===== src/rtl/hazard_scoreboard.sv =====
// hazard_scoreboard: RAW hazard tracking between issue and writeback.
// Optional macro HAZARD_FWD_EN enables forwarding from ready slots.
module hazard_scoreboard #(
  parameter int REG_AW  = 5,
  parameter int DEPTH   = 3,
  parameter int LAT_W   = 2,
  parameter int STALL_W = 16,
  localparam int SEL_W  = $clog2(DEPTH+1)
) (
  input  logic              clk,
  input  logic              rst_n,
  input  logic              issue_valid,
  input  logic [REG_AW-1:0] issue_rs1,
  input  logic [REG_AW-1:0] issue_rs2,
  input  logic              issue_chk_rs1,
  input  logic              issue_chk_rs2,
  input  logic [REG_AW-1:0] issue_rd,
  input  logic              issue_we,
  input  logic [LAT_W-1:0]  issue_lat,
  input  logic              flush,
  output logic              stall,
  output logic [SEL_W-1:0]  fwd_rs1_sel,
  output logic [SEL_W-1:0]  fwd_rs2_sel,
  output logic [SEL_W-1:0]  inflight_cnt,
  output logic [STALL_W-1:0] stall_cycles
);

  logic [DEPTH-1:0]             r_v;
  logic [DEPTH-1:0][REG_AW-1:0] r_rd;
  logic [DEPTH-1:0][LAT_W-1:0]  r_rem;
  logic [SEL_W-1:0]             r_cnt;
  logic [STALL_W-1:0]           r_sc;

  logic                         w_hit1;
  logic                         w_hit2;
  logic                         w_st1;
  logic                         w_st2;
  logic [SEL_W-1:0]             w_sel1;
  logic [SEL_W-1:0]             w_sel2;
  logic                         w_stall;
  logic                         w_acc;
  logic [DEPTH-1:0]             w_nv;
  logic [DEPTH-1:0][REG_AW-1:0] w_nrd;
  logic [DEPTH-1:0][LAT_W-1:0]  w_nrem;
  logic [SEL_W-1:0]             w_ncnt;
`ifdef HAZARD_FWD_EN
  logic                         w_rdy1;
  logic                         w_rdy2;
  logic [SEL_W-1:0]             w_idx1;
  logic [SEL_W-1:0]             w_idx2;
`endif

  // Descending scan so the youngest (lowest) slot overrides older ones.
  always_comb begin
    w_hit1 = 1'b0;
    w_hit2 = 1'b0;
`ifdef HAZARD_FWD_EN
    w_rdy1 = 1'b0;
    w_rdy2 = 1'b0;
    w_idx1 = '0;
    w_idx2 = '0;
`endif
    for (int k = DEPTH-1; k >= 0; k--) begin
      if (issue_chk_rs1 && r_v[k] &&
          r_rd[k] == issue_rs1 && issue_rs1 != '0) begin
        w_hit1 = 1'b1;
`ifdef HAZARD_FWD_EN
        w_rdy1 = (r_rem[k] == '0);
        w_idx1 = SEL_W'(k+1);
`endif
      end
      if (issue_chk_rs2 && r_v[k] &&
          r_rd[k] == issue_rs2 && issue_rs2 != '0) begin
        w_hit2 = 1'b1;
`ifdef HAZARD_FWD_EN
        w_rdy2 = (r_rem[k] == '0);
        w_idx2 = SEL_W'(k+1);
`endif
      end
    end
  end

  always_comb begin
`ifdef HAZARD_FWD_EN
    w_st1  = w_hit1 & ~w_rdy1;
    w_st2  = w_hit2 & ~w_rdy2;
    w_sel1 = (w_hit1 && w_rdy1) ? w_idx1 : '0;
    w_sel2 = (w_hit2 && w_rdy2) ? w_idx2 : '0;
`else
    w_st1  = w_hit1;
    w_st2  = w_hit2;
    w_sel1 = '0;
    w_sel2 = '0;
`endif
  end

  assign w_stall = issue_valid & ~flush & (w_st1 | w_st2);
  assign w_acc   = issue_valid & ~w_stall & ~flush;

  always_comb begin
    w_nv   = '0;
    w_nrd  = '0;
    w_nrem = '0;
    w_ncnt = '0;
    for (int k = 1; k < DEPTH; k++) begin
      w_nv[k]   = r_v[k-1];
      w_nrd[k]  = r_rd[k-1];
      w_nrem[k] = (r_rem[k-1] == '0) ? '0 :
                  r_rem[k-1] - LAT_W'(1);
    end
    w_nv[0]   = w_acc & issue_we & (issue_rd != '0);
    w_nrd[0]  = issue_rd;
    w_nrem[0] = issue_lat;
    if (flush) w_nv = '0;
    for (int k = 0; k < DEPTH; k++)
      w_ncnt = w_ncnt + SEL_W'(w_nv[k]);
  end

  always_ff @(posedge clk or negedge rst_n) begin
    if (!rst_n) begin
      r_v   <= '0;
      r_rd  <= '0;
      r_rem <= '0;
      r_cnt <= '0;
      r_sc  <= '0;
    end else begin
      r_v   <= w_nv;
      r_rd  <= w_nrd;
      r_rem <= w_nrem;
      r_cnt <= w_ncnt;
      if (w_stall && r_sc != '1)
        r_sc <= r_sc + STALL_W'(1);
    end
  end

  assign stall        = w_stall;
  assign fwd_rs1_sel  = issue_valid ? w_sel1 : '0;
  assign fwd_rs2_sel  = issue_valid ? w_sel2 : '0;
  assign inflight_cnt = r_cnt;
  assign stall_cycles = r_sc;

endmodule


===== config.mk =====
export PLATFORM = sky130hd
export DESIGN_NAME = hazard_scoreboard
export DESIGN_NICKNAME = d
export VERILOG_FILES = /design/src/rtl/hazard_scoreboard.sv
export SDC_FILE = /design/constraint.sdc
export NUM_CORES = 1
export LEC_CHECK = 0
export CORE_UTILIZATION = 40
export DETAILED_ROUTE_END_ITERATION = 6
export PLACE_DENSITY = 0.71
export SLEW_MARGIN = 25
export SYNTH_ARGS = -nofsm -noshare
export SYNTH_HDL_FRONTEND = slang
export SYNTH_SLANG_ARGS = --single-unit

===== constraint.sdc =====
create_clock -name clk -period 2.3 [get_ports clk]
set_input_delay 0.575 -clock clk [delete_from_list [all_inputs] [get_ports clk]]
set_output_delay 0.575 -clock clk [all_outputs]
set_load 0.03 [all_outputs]

==> impl_metrics.tcl, run 1 <==
set metrics [dict create \
    yosys.area.top_type "dfrtp_1" \
    fin_nets 234 \
    violations "negative setup slack" \
    max_freq_mhz 401 \
    ys_top_cells_by_area "dfrtp_1 52%, xor2_1 13%, xnor2_1 10%" \
    multi_input_area_sq_um 926 \
    grt_pass1_wl_mm 6.34 \
    grt_pass1_vias 1349 \
    die_w_um 67.9 \
    total_power_mw 1.31 \
    synth-seq-cells 36 \
    drtIter0Drc 35 \
    final.min_clock_period_ps 2500 \
    tritoncts "done" \
    coreArea_sq_um 4090 \
    overflow 0 \
    synthDistinctLibCells 26 \
    die_h_um 67.9 \
    clockBufferDepth 2 \
    start_kind "input port" \
    status "finished with violations" \
    wl_per_cell_um 15.1 \
    register_area_sq_um 902 \
    hold_depth 0 \
    crit_path_end_kind "output pin" \
    grt_antenna_before_repair 0 \
    final.setup.tns_ps -195 \
    dieArea_sq_um 4620 \
    ir_worst_vdd_v 0.000423 \
    cts-root-buf "clkbuf_8" \
    n_antenna_cell 0 \
    finalHoldViolCount 0 \
    p_leak_nw 1.09 \
    route.met3.wl_um 178 \
    gp_congestion 0.915 \
    drt-vias-per-instance 4.99 \
    drtAntennaViolNets 0 \
    final_cell_area_sq_um 2500 \
    drive_above_1_share 0.293 \
    pre_cts_ws_ps -706 \
    whs_ps 437 \
    pin_count 47 \
    min_path_type "flop to flop" \
    power_density_nw_per_um2 525 \
    cap_violations 0 \
    synth-edff-count 0 \
    ys_seq_area_frac 0.518 \
    worst_r2r_path_depth 9 \
    synthArstFlopShare 1.00 \
    fin_skew_ps 5.99 \
    fin_crit_sh 1.08 \
    htree_levels 2 \
    setup-violations-final 1 \
    vias 1287 \
    fin_ws_ps -195 \
    yosys_most_used_dff "dfrtp_1" \
    syn_inst 146 \
    rsz0062_at_grt "true" \
    row_count 23 \
    grt_max_degree 37 \
    synth_top_area_frac 0.518 \
    cp_max_fo 3 \
    clk-insertion-delay-late_ps 280 \
    m1WireLength_mm 1.65 \
    route.detailed.drc 0 \
    netlist_area_sq_um 1740 \
    drt_wl_total_mm 3.90 \
    clkSinkCount 36 \
    synth_commonest_cells "36 x dfrtp_1, 25 x xor2_1, 20 x xnor2_1" \
    filler_cell_count 333 \
    dr.pass1.iters 4 \
    syn_to_final_growth_pct 43.7 \
    placed_cell_area_sq_um 2290 \
    synth.avg_cell_area_sq_um 11.9 \
    start_util 0.426 \
    top_layer_used "met4" \
    finalMaxSlewViolations 0 \
    postCtsHoldBufs 0 \
    grt_usage 0.192 \
    port_buffers 40 \
    r2r_slack_ps 60 \
    dpl.hpwl_mm 2.89 \
    critPathKind "input port to output pin" \
    cts.clk_slew.worst_paths_ps 70 \
    critical_path_arrival_ps 1920 \
    dr_wl_met2_mm 2.01 \
    ys.warnings.count 0 \
    synth_most_common_cell "dfrtp_1" \
    numCtsBuffers 5 \
    cp.required_ps 1730 \
]
-- kinds of logic (layout without fill, tap and decap cells) --
group,count (synthesis),count (layout),synth area share
AOI/OAI and AO/OA,7,7,0.0338
adders and majority gates,2,2,0.0187
xor gates and xnor gates,45,45,0.227
and+or+nand+nor,49,49,0.171
buffers and inverters,5,64,0.0237
muxes,1,1,0.00647
other,1,4,0.00216
DFF,36,36,0.518
-- metal layers --
metal / vias to the layer above / GRT usage
li1: 623 / -
met1: 619 / 0.231
met2: 39 / 0.333
met3: 6 / 0.0500
met4: 0 / 0.0547
met5: - / 0
-- per-stage QoR --
step / cells / util
after global routing: 258 / 0.612
final: 258 / 0.612
after CTS: 258 / 0.586
after global placement: 250 / 0.560
after detailed placement: 250 / 0.560
after floorplan: 149 / -
-- critical path: stages --
cell,delay (ps)
buf_6,90
buf_6,110
xor2_1,140
nor4_2,280
nand3_1,130
a31o_4,270
nand2_2,70
and2_4,130
buf_6,120
-- report_power, final --
group	total (mW)	leakage (nW)	switching [mW]	internal [mW]
Clock	0.475	0.0503	0.208	0.267
Combinational	0.165	0.576	0.0875	0.0777
Sequential	0.673	0.465	0.0206	0.652
Total	1.31	1.09	0.316	0.997
-- flip-flops by register name, indices dropped and copies added, names as in the netlist --
register / flops
r_v: 3
stall_cycles: 16
r_rd: 15
inflight_cnt: 2
-- placed cells by master, fill, tap and decap left out, types with 2 or more instances in the layout --
cell and n:
xnor2_1 18, xor2_1 23, nor2_1 2, nand2_1 3
nand4_4 2, conb_1 4, buf_4 11, or4_1 2
xor2_2 2, clkdlybuf4s50_1 29, nand3_2 3, clkbuf_8 7
nor4_2 6, and2_1 2, nor2b_1 3, and3_1 4
nand3_1 10, nand4_1 6, dfrtp_1 35, xnor2_2 2
buf_6 8, nand2_2 2, buf_2 8
-- worst paths after layout --
kind                              endpoint          from
max                                  stall  issue_rs2[0]
min                               r_rd[12]       r_rd[7]
max reg2reg                stall_cycles[8]      r_rd[11]
min reg2reg                       r_rd[12]       r_rd[7]
max in group asynchronous          r_rd[5]         rst_n
min in group asynchronous         r_rd[14]         rst_n
-- layout make-up --
class,count,share of cell area
flip-flops and latches,36,0.361
multi-input cells,108,0.370
repair buffers,57,0.205
well taps,50,0.0250
clock buffers,7,0.0385
-- repair_timing --
item / CTS / global route
setup endpoints to repair: 18 / 13
pin swaps: 13 / 13
gates resized for setup: 50 / 20
buffers inserted: 1 / 0
No activity file was read; power rests on OpenSTA's default activity.
==> run 2, diff against run 1 <==
- ABC_CLOCK_PERIOD_IN_PS: default -> 2300
==> results of run 2 <==
No change in the layout: final DEF, timing and power equal those of run 1.
==> run 3, diff against run 2 <==
- CORE_ASPECT_RATIO: default -> 0.7
==> impl_metrics.tcl, run 3 (same netlist as run 1, synthesis figures left out) <==
set metrics [dict create \
    numCtsBuffers 5 \
    final_common_cell "dfrtp_1" \
    met1_usage 0.238 \
    fin_skew_ps 1.66 \
    cap_violations 0 \
    start_util 0.430 \
    busiest_layer "met2" \
    grt_max_degree 37 \
    drt-vias-per-instance 5.06 \
    p_leak_nw 1.01 \
    power.share.sequential 0.553 \
    max_stage_delay_ps 330 \
    violations "negative setup slack" \
    utilization 0.580 \
    finalNonFillerCells 252 \
    clk-insertion-delay-late_ps 280 \
    power_density_nw_per_um2 518 \
    worstReg2RegStart "r_rd[3]" \
    worst_path_max_delay_cell "nor4_2" \
    hp-start "r_rd[0]" \
    worstReg2RegEnd "stall_cycles[1]" \
    drtAntennaViolNets 0 \
    r2r_slack_ps 100 \
    cts.clk_slew.worst_paths_ps 60 \
    coreArea_sq_um 4040 \
    dr.pass1.iters 4 \
    largest_register_ff_count 16 \
    grt_antenna_before_repair 0 \
    cp_top_family "simple AND/OR/NAND/NOR gates" \
    switchingPower_mw 0.295 \
    die_w_um 80.8 \
    rsz0062_at_grt "true" \
    whs_ps 438 \
    cp.required_ps 1730 \
    max_freq_mhz 401 \
    path_buf_inv 2 \
    grt_usage 0.182 \
    crit_path_end_kind "output pin" \
    wl_per_cell_um 14.7 \
    hold_depth 0 \
    crit_chain "buf_2, xor2_1, nor4_2, nand3_1, a31o_2, nand2_2, and2_4, buf_6" \
    syn_to_final_growth_pct 34.8 \
    cp_max_fo 4 \
    final_cell_mix "36 x dfrtp_1, 29 x clkdlybuf4s50_1, 25 x xor2_1" \
    pin_count 47 \
    finalMaxSlewViolations 0 \
    gp_congestion 0.959 \
    swShare 0.243 \
    min_path_type "flop to flop" \
    fin_ws_ps -197 \
    finalHoldViolCount 0 \
    dpl.hpwl_mm 2.76 \
    tritoncts "done" \
    critical_path_arrival_ps 1920 \
    die_h_um 57.2 \
    clockBufferDepth 2 \
    clkSinkCount 36 \
    postCtsHoldBufs 0 \
    route.detailed.drc 0 \
    drtIter0Drc 65 \
    drive_above_1_share 0.205 \
    htree_levels 2 \
    pwr-share-comb 0.128 \
    place_inst 246 \
    overflow 0 \
    p_int_mw 0.920 \
    dieArea_sq_um 4620 \
    n_antenna_cell 0 \
    critPathKind "input port to output pin" \
    holdPathEnd "r_rd[5]" \
    status "finished with violations" \
    start_kind "input port" \
    pre_cts_ws_ps -700 \
    cts-root-buf "clkbuf_8" \
    fin_crit_sh 1.09 \
    final.min_clock_period_ps 2500 \
    final_cell_area_sq_um 2340 \
    grt_pass1_vias 1329 \
    port_buffers 40 \
    ir_worst_vdd_v 0.000406 \
    grt_pass1_wl_mm 6.22 \
    placed_cell_area_sq_um 2260 \
    use_met3 0.0640 \
    setup-violations-final 1 \
    drt_wl_total_mm 3.70 \
    grt_use_met2 0.289 \
    fin_nets 228 \
    row_count 19 \
    worst_r2r_path_depth 8 \
    clock_power_share 0.318 \
    vias 1276 \
]
==> run 3: cell types whose count changed in the layout (fill, tap and decap cells not counted), sizes merged <==
| cell | previous run | this run |
|---|---|---|
| clkdlybuf4s15 | 1 | 2 |
| clkbuf | 7 | 5 |
| buf | 27 | 20 |
==> run 3: how the worst max path moves through the flow <==
stage,depth (start not counted),slack [ps],startpoint,to
5_1_grt,9,-250,issue_rs2[0],stall
3_3_place_gp,8,-590,issue_rs1[3],stall
2_1_floorplan,6,10,issue_rs1[3],stall
3_5_place_dp,8,-700,issue_rs1[3],stall
6_report,8,-200,issue_rs1[3],stall
4_1_cts,8,-210,issue_rs1[3],stall
==> run 3: worst reg2reg max path, delay by kind of cell, from the launching register on <==
family | cells | cell delay (ps)
AOI/OAI and AO/OA | 2 | 410
xor gates and xnor gates | 1 | 170
buffers and inverters | 2 | 300
DFF | 1 | 420
muxes | 1 | 340
and+or+nand+nor | 2 | 440
==> run 3: cell type report <==
class | count | area, sq um
Tap cell | 52 | 65.1
Fill cell | 346 | 1700
Sequential cell | 36 | 901
Timing Repair Buffer | 51 | 469
Multi-Input combinational cell | 108 | 841
Clock buffer | 5 | 68.8
==> run 3: layer usage <==
layer  vias to the layer above  wire length, um
met5                         -                0
met4                         0               45
met3                         7              265
met2                        47             1770
met1                       612             1620
li1                        610                -
==> run 3: stage by stage <==
step	setup TNS, ps	power, mW
finish	-197	1.22
global route	-246	1.28
CTS	-209	1.22
detailed placement	-10820	0.837
global placement	-8650	0.833
floorplan	0	0.750
==> run 3: power groups by stage <==
| stage | Clock (mW) | Combinational (mW) | Sequential [mW] |
|---|---|---|---|
| global route | 0.434 | 0.171 | 0.675 |
| detailed placement | 0 | 0.153 | 0.684 |
| floorplan | 0 | 0.0615 | 0.688 |
| global placement | 0 | 0.150 | 0.683 |
| CTS | 0.399 | 0.152 | 0.673 |
| finish | 0.387 | 0.156 | 0.673 |
==> run 3: timing repair <==
action,CTS,global route
pin swaps,15,8
setup endpoints to repair,19,3
setup buffers,0,1
gates resized for setup,45,5
